<file path="src/rtl/credit_bp_rx_pkg.sv">
// Shared types and defaults for the credit-based backpressure receive port.
// Flits travel between modules flattened as {last, addr, data}.
package credit_bp_rx_pkg;

   localparam int unsigned DEFAULT_VC_W          = 2;
   localparam int unsigned DEFAULT_D_W           = 32;
   localparam int unsigned DEFAULT_A_W           = 4;
   localparam int unsigned DEFAULT_VC_FIFO_DEPTH = 4;

   typedef struct packed {
      logic [DEFAULT_A_W-1:0] addr;
   } routeinfo_s;

   typedef struct packed {
      logic                   last;
      logic [DEFAULT_D_W-1:0] data;
   } payload_s;

   typedef struct packed {
      routeinfo_s routeinfo;
      payload_s   payload;
   } noc_packet_s;

   localparam int unsigned DEFAULT_FLIT_W = DEFAULT_A_W + DEFAULT_D_W + 1;

   // Reorders the structured packet into the flat {last, addr, data} flit layout.
   function automatic logic [DEFAULT_FLIT_W-1:0] flit_of(input noc_packet_s p);
      return {p.payload.last, p.routeinfo.addr, p.payload.data};
   endfunction

   // Index width that stays legal for a single-entry array.
   function automatic int unsigned idx_w(input int unsigned n);
      return (n > 1) ? $clog2(n) : 1;
   endfunction

endpackage

</file>
<file path="src/rtl/credit_bp_rx_fifo.sv">
// Single-VC synchronous FIFO holding DEPTH-1 flits. The head reads as zero when
// empty, so nothing stale is ever presented downstream.
module credit_bp_rx_fifo
   import credit_bp_rx_pkg::*;
#(
   parameter int unsigned W     = DEFAULT_FLIT_W,
   parameter int unsigned DEPTH = DEFAULT_VC_FIFO_DEPTH
) (
   input  logic         clk,
   input  logic         rst,
   input  logic         push_i,
   input  logic [W-1:0] wdata_i,
   input  logic         pop_i,
   output logic         full_o,
   output logic         empty_o,
   output logic [W-1:0] head_o
);

   localparam int unsigned Entries = DEPTH - 1;
   localparam int unsigned IdxW    = idx_w(Entries);
   localparam int unsigned CntW    = $clog2(DEPTH);
   localparam logic [IdxW-1:0] LastIdx = IdxW'(Entries - 1);
   localparam logic [CntW-1:0] FullCnt = CntW'(Entries);

   logic [W-1:0]    mem_q [Entries];
   logic [IdxW-1:0] wr_q, wr_d;
   logic [IdxW-1:0] rd_q, rd_d;
   logic [CntW-1:0] cnt_q, cnt_d;
   logic            do_push, do_pop;

   assign full_o  = (cnt_q == FullCnt);
   assign empty_o = (cnt_q == '0);
   // A push into a full FIFO is dropped even if a pop happens in the same cycle.
   assign do_push = push_i & ~full_o;
   assign do_pop  = pop_i & ~empty_o;

   always_comb begin
      wr_d  = wr_q;
      rd_d  = rd_q;
      cnt_d = cnt_q;
      if (do_push) begin
         wr_d = (wr_q == LastIdx) ? '0 : wr_q + 1'b1;
      end
      if (do_pop) begin
         rd_d = (rd_q == LastIdx) ? '0 : rd_q + 1'b1;
      end
      unique case ({do_push, do_pop})
         2'b10:   cnt_d = cnt_q + 1'b1;
         2'b01:   cnt_d = cnt_q - 1'b1;
         default: cnt_d = cnt_q;
      endcase
   end

   always_ff @(posedge clk) begin
      if (rst) begin
         wr_q  <= '0;
         rd_q  <= '0;
         cnt_q <= '0;
      end else begin
         wr_q  <= wr_d;
         rd_q  <= rd_d;
         cnt_q <= cnt_d;
      end
   end

   always_ff @(posedge clk) begin
      if (do_push && !rst) begin
         mem_q[wr_q] <= wdata_i;
      end
   end

   assign head_o = empty_o ? '0 : mem_q[rd_q];

endmodule

</file>
<file path="src/rtl/credit_bp_rx.sv">
// Receive end of the credit-based NoC link: per-VC FIFOs feeding the switch and
// one registered credit pulse returned to the transmitter per dequeued flit.
module credit_bp_rx
   import credit_bp_rx_pkg::*;
#(
   parameter int unsigned VC_W  = DEFAULT_VC_W,
   parameter int unsigned D_W   = DEFAULT_D_W,
   parameter int unsigned A_W   = DEFAULT_A_W,
   parameter int unsigned DEPTH = DEFAULT_VC_FIFO_DEPTH
) (
   input  logic                       clk,
   input  logic                       rst,
   input  logic [VC_W-1:0]            vc_target_i,
   input  logic [A_W+D_W:0]           packet_i,
   output logic [VC_W-1:0]            vc_credit_gnt_o,
   output logic [VC_W-1:0]            o_v,
   output logic [VC_W*(A_W+D_W+1)-1:0] o_d,
   input  logic [VC_W-1:0]            i_b
);

   localparam int unsigned FlitW = A_W + D_W + 1;

   logic [VC_W-1:0] full, empty, pop, push;
   logic [VC_W-1:0] gnt_q, gnt_d;
   logic            target_ok;

   // Multi-hot targets are a protocol violation; write nothing in that case.
   assign target_ok = ((vc_target_i & (vc_target_i - VC_W'(1))) == '0);
   assign push      = target_ok ? vc_target_i : '0;

   for (genvar v = 0; v < VC_W; v++) begin : g_vc
      credit_bp_rx_fifo #(
         .W     (FlitW),
         .DEPTH (DEPTH)
      ) u_fifo (
         .clk     (clk),
         .rst     (rst),
         .push_i  (push[v]),
         .wdata_i (packet_i),
         .pop_i   (pop[v]),
         .full_o  (full[v]),
         .empty_o (empty[v]),
         .head_o  (o_d[v*FlitW +: FlitW])
      );

      assign o_v[v] = ~empty[v];
      assign pop[v] = ~empty[v] & ~i_b[v];

`ifndef SYNTHESIS
      a_no_overflow : assert property (@(posedge clk) disable iff (rst)
         !(vc_target_i[v] && full[v]))
         else $error("credit_bp_rx: overflow on VC %0d", v);
`endif
   end

   assign gnt_d = pop;

   always_ff @(posedge clk) begin
      if (rst) begin
         gnt_q <= '0;
      end else begin
         gnt_q <= gnt_d;
      end
   end

   assign vc_credit_gnt_o = gnt_q;

`ifndef SYNTHESIS
   a_onehot_target : assert property (@(posedge clk) disable iff (rst) target_ok)
      else $error("credit_bp_rx: multi-hot vc_target %b", vc_target_i);
`endif

endmodule

</file>
<file path="config.mk">
export PLATFORM = sky130hd
export DESIGN_NAME = credit_bp_rx
export DESIGN_NICKNAME = d
export VERILOG_FILES = /design/src/rtl/credit_bp_rx_pkg.sv /design/src/rtl/credit_bp_rx_fifo.sv /design/src/rtl/credit_bp_rx.sv
export SDC_FILE = /design/constraint.sdc
export NUM_CORES = 1
export LEC_CHECK = 0
export ABC_AREA = 1
export CORE_MARGIN = 2
export CORE_UTILIZATION = 30
export CTS_CLUSTER_DIAMETER = 30
export CTS_CLUSTER_SIZE = 20
export DETAILED_ROUTE_END_ITERATION = 10
export HOLD_SLACK_MARGIN = 0.02
export PLACE_DENSITY = 0.49
export RECOVER_POWER = 100
export SYNTH_ARGS = -nofsm -noshare
export SYNTH_HDL_FRONTEND = slang
export SYNTH_SLANG_ARGS = --single-unit
export TNS_END_PERCENT = 10
</file>
<file path="constraint.sdc">
create_clock -name clk -period 5.7 [get_ports clk]
set_input_delay 0.855 -clock clk [delete_from_list [all_inputs] [get_ports clk]]
set_output_delay 0.855 -clock clk [all_outputs]
set_load 0.02 [all_outputs]
</file>
==> impl_metrics.env <==
export IMPL_report_final_slew_viol_count=290
export IMPL_grt_max_degree=75
export IMPL_viasPerCell=4.18
export IMPL_wire_per_inst_microns=14.5
export IMPL_vias=6375
export IMPL_ys_seq_area_frac=0.705
export IMPL_fp_row_count=66
export IMPL_initial_utilization=0.306
export IMPL_fin_crit_ns=4.22
export IMPL_cts_buffer_depth=3
export IMPL_p_leak_nw=5.72
export IMPL_crit_required_ns=4.85
export IMPL_syn_to_final_growth_pct=34.4
export IMPL_ys_ff_latch=240
export IMPL_drt_pass1_iterations=4
export IMPL_r2r_start="g_vc[0].u_fifo.cnt_q[0]"
export IMPL_drt_iter0_drc=372
export IMPL_antenna_found_initial=0
export IMPL_synth_top_area_cell="edfxtp_1"
export IMPL_hold_violations=0
export IMPL_root_buffer="clkbuf_16"
export IMPL_die_h_microns=186
export IMPL_syn_area_sq_um=9970
export IMPL_cts_made_buffers=55
export IMPL_grtUsageTotal=0.131
export IMPL_critPathArrivalTime_ns=3.37
export IMPL_nNetsFinal=1083
export IMPL_cts_tree="done"
export IMPL_met1_usage=0.177
export IMPL_synth_area_per_cell_sq_um=11.2
export IMPL_final_layout_size_suffix_gt1_frac=0.101
export IMPL_drv_cap=8
export IMPL_syn_nets=938
export IMPL_cp_start_kind="flop"
export IMPL_status="finished with violations"
export IMPL_max_freq_mhz=237
export IMPL_grt_overflow=0
export IMPL_routabilityCongestion=0.693
export IMPL_tns_ns=0
export IMPL_ctsResizeCount=0
export IMPL_finalInstanceArea_sq_um=13400
export IMPL_coreArea_sq_um=32600
export IMPL_holdCritStartpoint="g_vc[1].u_fifo.rd_q[1]"
export IMPL_crit_start="g_vc[0].u_fifo.cnt_q[1]"
export IMPL_cp_max_fo=37
export IMPL_grt_busiest_layer="met2"
export IMPL_finalSetupViolCount=0
export IMPL_cts_setup_buffers=0
export IMPL_synth_top_area_frac=0.669
export IMPL_finalClockSkew_ns=0.0214
export IMPL_fillers=3134
export IMPL_tightest_slew_ns=2.59
export IMPL_fin_crit_sh=0.741
export IMPL_yosysWarningCount=0
export IMPL_p_per_area_nw_per_um2=443
export IMPL_io_pins=121
export IMPL_synthDistinctLibCells=23
export IMPL_cts_hold_buffers=0
export IMPL_endpoint_kind="primary output"
export IMPL_dieArea_sq_um=34700
export IMPL_grt_util_met3=0.0271
export IMPL_synth_area_leaders="edfxtp_1 67%, inv_1 9.0%, o21ai_0 5.7%"
export IMPL_syn_inst=893
export IMPL_use_met2=0.211
export IMPL_rsz0062_at_grt="no"
export IMPL_route_detailed_drc=0
export IMPL_grt_pass1_wl_microns=34700
export IMPL_htree_levels=2
export IMPL_clk_pin_slew_ns=0.04
export IMPL_diodes=0
export IMPL_worstSetupPathType="flop to primary output"
export IMPL_routed_wl_microns=22100
export IMPL_cts_sinks=240
export IMPL_maxSlewHeadroom=-0.725
export IMPL_grt_pass1_vias=6292
export IMPL_place_area_sq_um=11500
export IMPL_portBuffers=120
export IMPL_violations="capacitance limit, slew limit"
export IMPL_worstSkewPairLatency_ns=0.54
export IMPL_die_width_microns=186
export IMPL_holdCritPathClass="flop to flop"
export IMPL_ant_nets=0
export IMPL_hpwlAfterDp_microns=13100
export IMPL_ir_drop_mv=0.233
through the flow:
stage | hold WS, ns | instances | worst slack (ns) | power (mW) | utilization
3_5_place_dp | 0.500 | 1423 | 2.30 | 2.89 | 0.354
5_1_grt | 0.539 | 1526 | 1.05 | 6.20 | 0.411
4_1_cts | 0.508 | 1526 | 1.94 | 6.07 | 0.412
6_report | 0.506 | 1526 | 1.48 | 5.94 | 0.411
3_3_place_gp | 0.498 | 1423 | 2.39 | 2.88 | 0.354
2_1_floorplan | 0.476 | 893 | 1.33 | 2.53 | -
power breakdown:
part | total, mW | leakage [nW] | internal [mW] | switching (mW)
clock | 3.15 | 0.902 | 2.18 | 0.965
sequential | 2.04 | 2.16 | 1.98 | 0.0638
combinational | 0.754 | 2.66 | 0.292 | 0.462
total | 5.94 | 5.72 | 4.45 | 1.49
synthesized netlist by cell type:
cell        n
inv_1     239
edfxtp_1  222
o21ai_0   114
nand2_1    92
a21oi_1    74
o21ai_1    43
nor2_1     31
dfxtp_1    18
buf_2      12
buf_4       8
buf_6       7
clkbuf_1    5
clkbuf_2    5
nand3_1     5
clkbuf_8    3
inv_2       3
a21oi_2     2
ha_1        2
nand2_2     2
nand4_1     2
nor2_4      2
nand3_2     1
nor3b_1     1
cell usage in the layout, fill, tap and decap left out, types with 3 or more instances in the layout:
master / n
a21oi_1: 74
buf_4: 3
bufinv_16: 9
clkbuf_1: 11
clkbuf_16: 55
clkdlybuf4s50_1: 23
clkinv_1: 7
clkinv_2: 9
clkinv_4: 4
clkinvlp_4: 9
dfxtp_1: 14
dfxtp_2: 3
dlygate4sd3_1: 97
edfxtp_1: 222
inv_1: 239
inv_2: 3
nand2_1: 92
nand3_1: 6
nor2_1: 27
nor2_2: 3
nor2_4: 3
o21ai_0: 133
o21ai_1: 24
state kept, by name, indices dropped and copies added (netlist names), named ones only:
register and flops:
g_vc.u_fifo.cnt_q 4, g_vc.u_fifo.mem_q 222, g_vc.u_fifo.rd_q 4, g_vc.u_fifo.wr_q 4
vc_credit_gnt_o 2
area by class of cell:
| type | instances | area (sq um) | share of cell area |
|---|---|---|---|
| sequential | 240 | 7030 | 0.525 |
| multi-input combinational | 371 | 1760 | 0.131 |
| clock buffer | 62 | 1410 | 0.105 |
| timing repair buffer | 128 | 1240 | 0.0927 |
| inverter | 242 | 908 | 0.0678 |
| tap | 442 | 553 | 0.0413 |
| clock inverter | 41 | 485 | 0.0362 |
logic make-up (layout without fill, tap and decap cells):
group / Yosys count / in the layout / synth area share
buffers and inverters: 282 / 473 / 0.120
adder cells (fa/ha/maj): 2 / 2 / 0.00251
flip-flops: 240 / 240 / 0.705
AO/OA/AOI/OAI: 233 / 233 / 0.118
AND/OR/NAND/NOR: 136 / 136 / 0.0553
routing by layer:
metal  wire length, microns  up-vias
met4                    450        0
met5                      0        -
met1                  10300     2959
met3                   1060       43
met2                  10300      155
li1                       -     3218
path summary, 6_finish.rpt:
path / endpoint / slack (ns) / cells after the start
worst max-delay path: o_d[30] / 1.48 / 5
worst min-delay path: flop / 0.51 / 2
worst max register to register: g_vc[0].u_fifo.mem_q[2][18] / 2.43 / 4
worst min register to register: flop / 0.51 / 2
worst max-delay path, stage by stage (launching register included):
cell and delay, ns:
dfxtp_1 0.35, nor2_2 1.44, a21oi_1 0.03, o21ai_0 0.28, inv_1 0.07, dlygate4sd3_1 0.66
No activity file was read; power rests on OpenSTA's default activity.
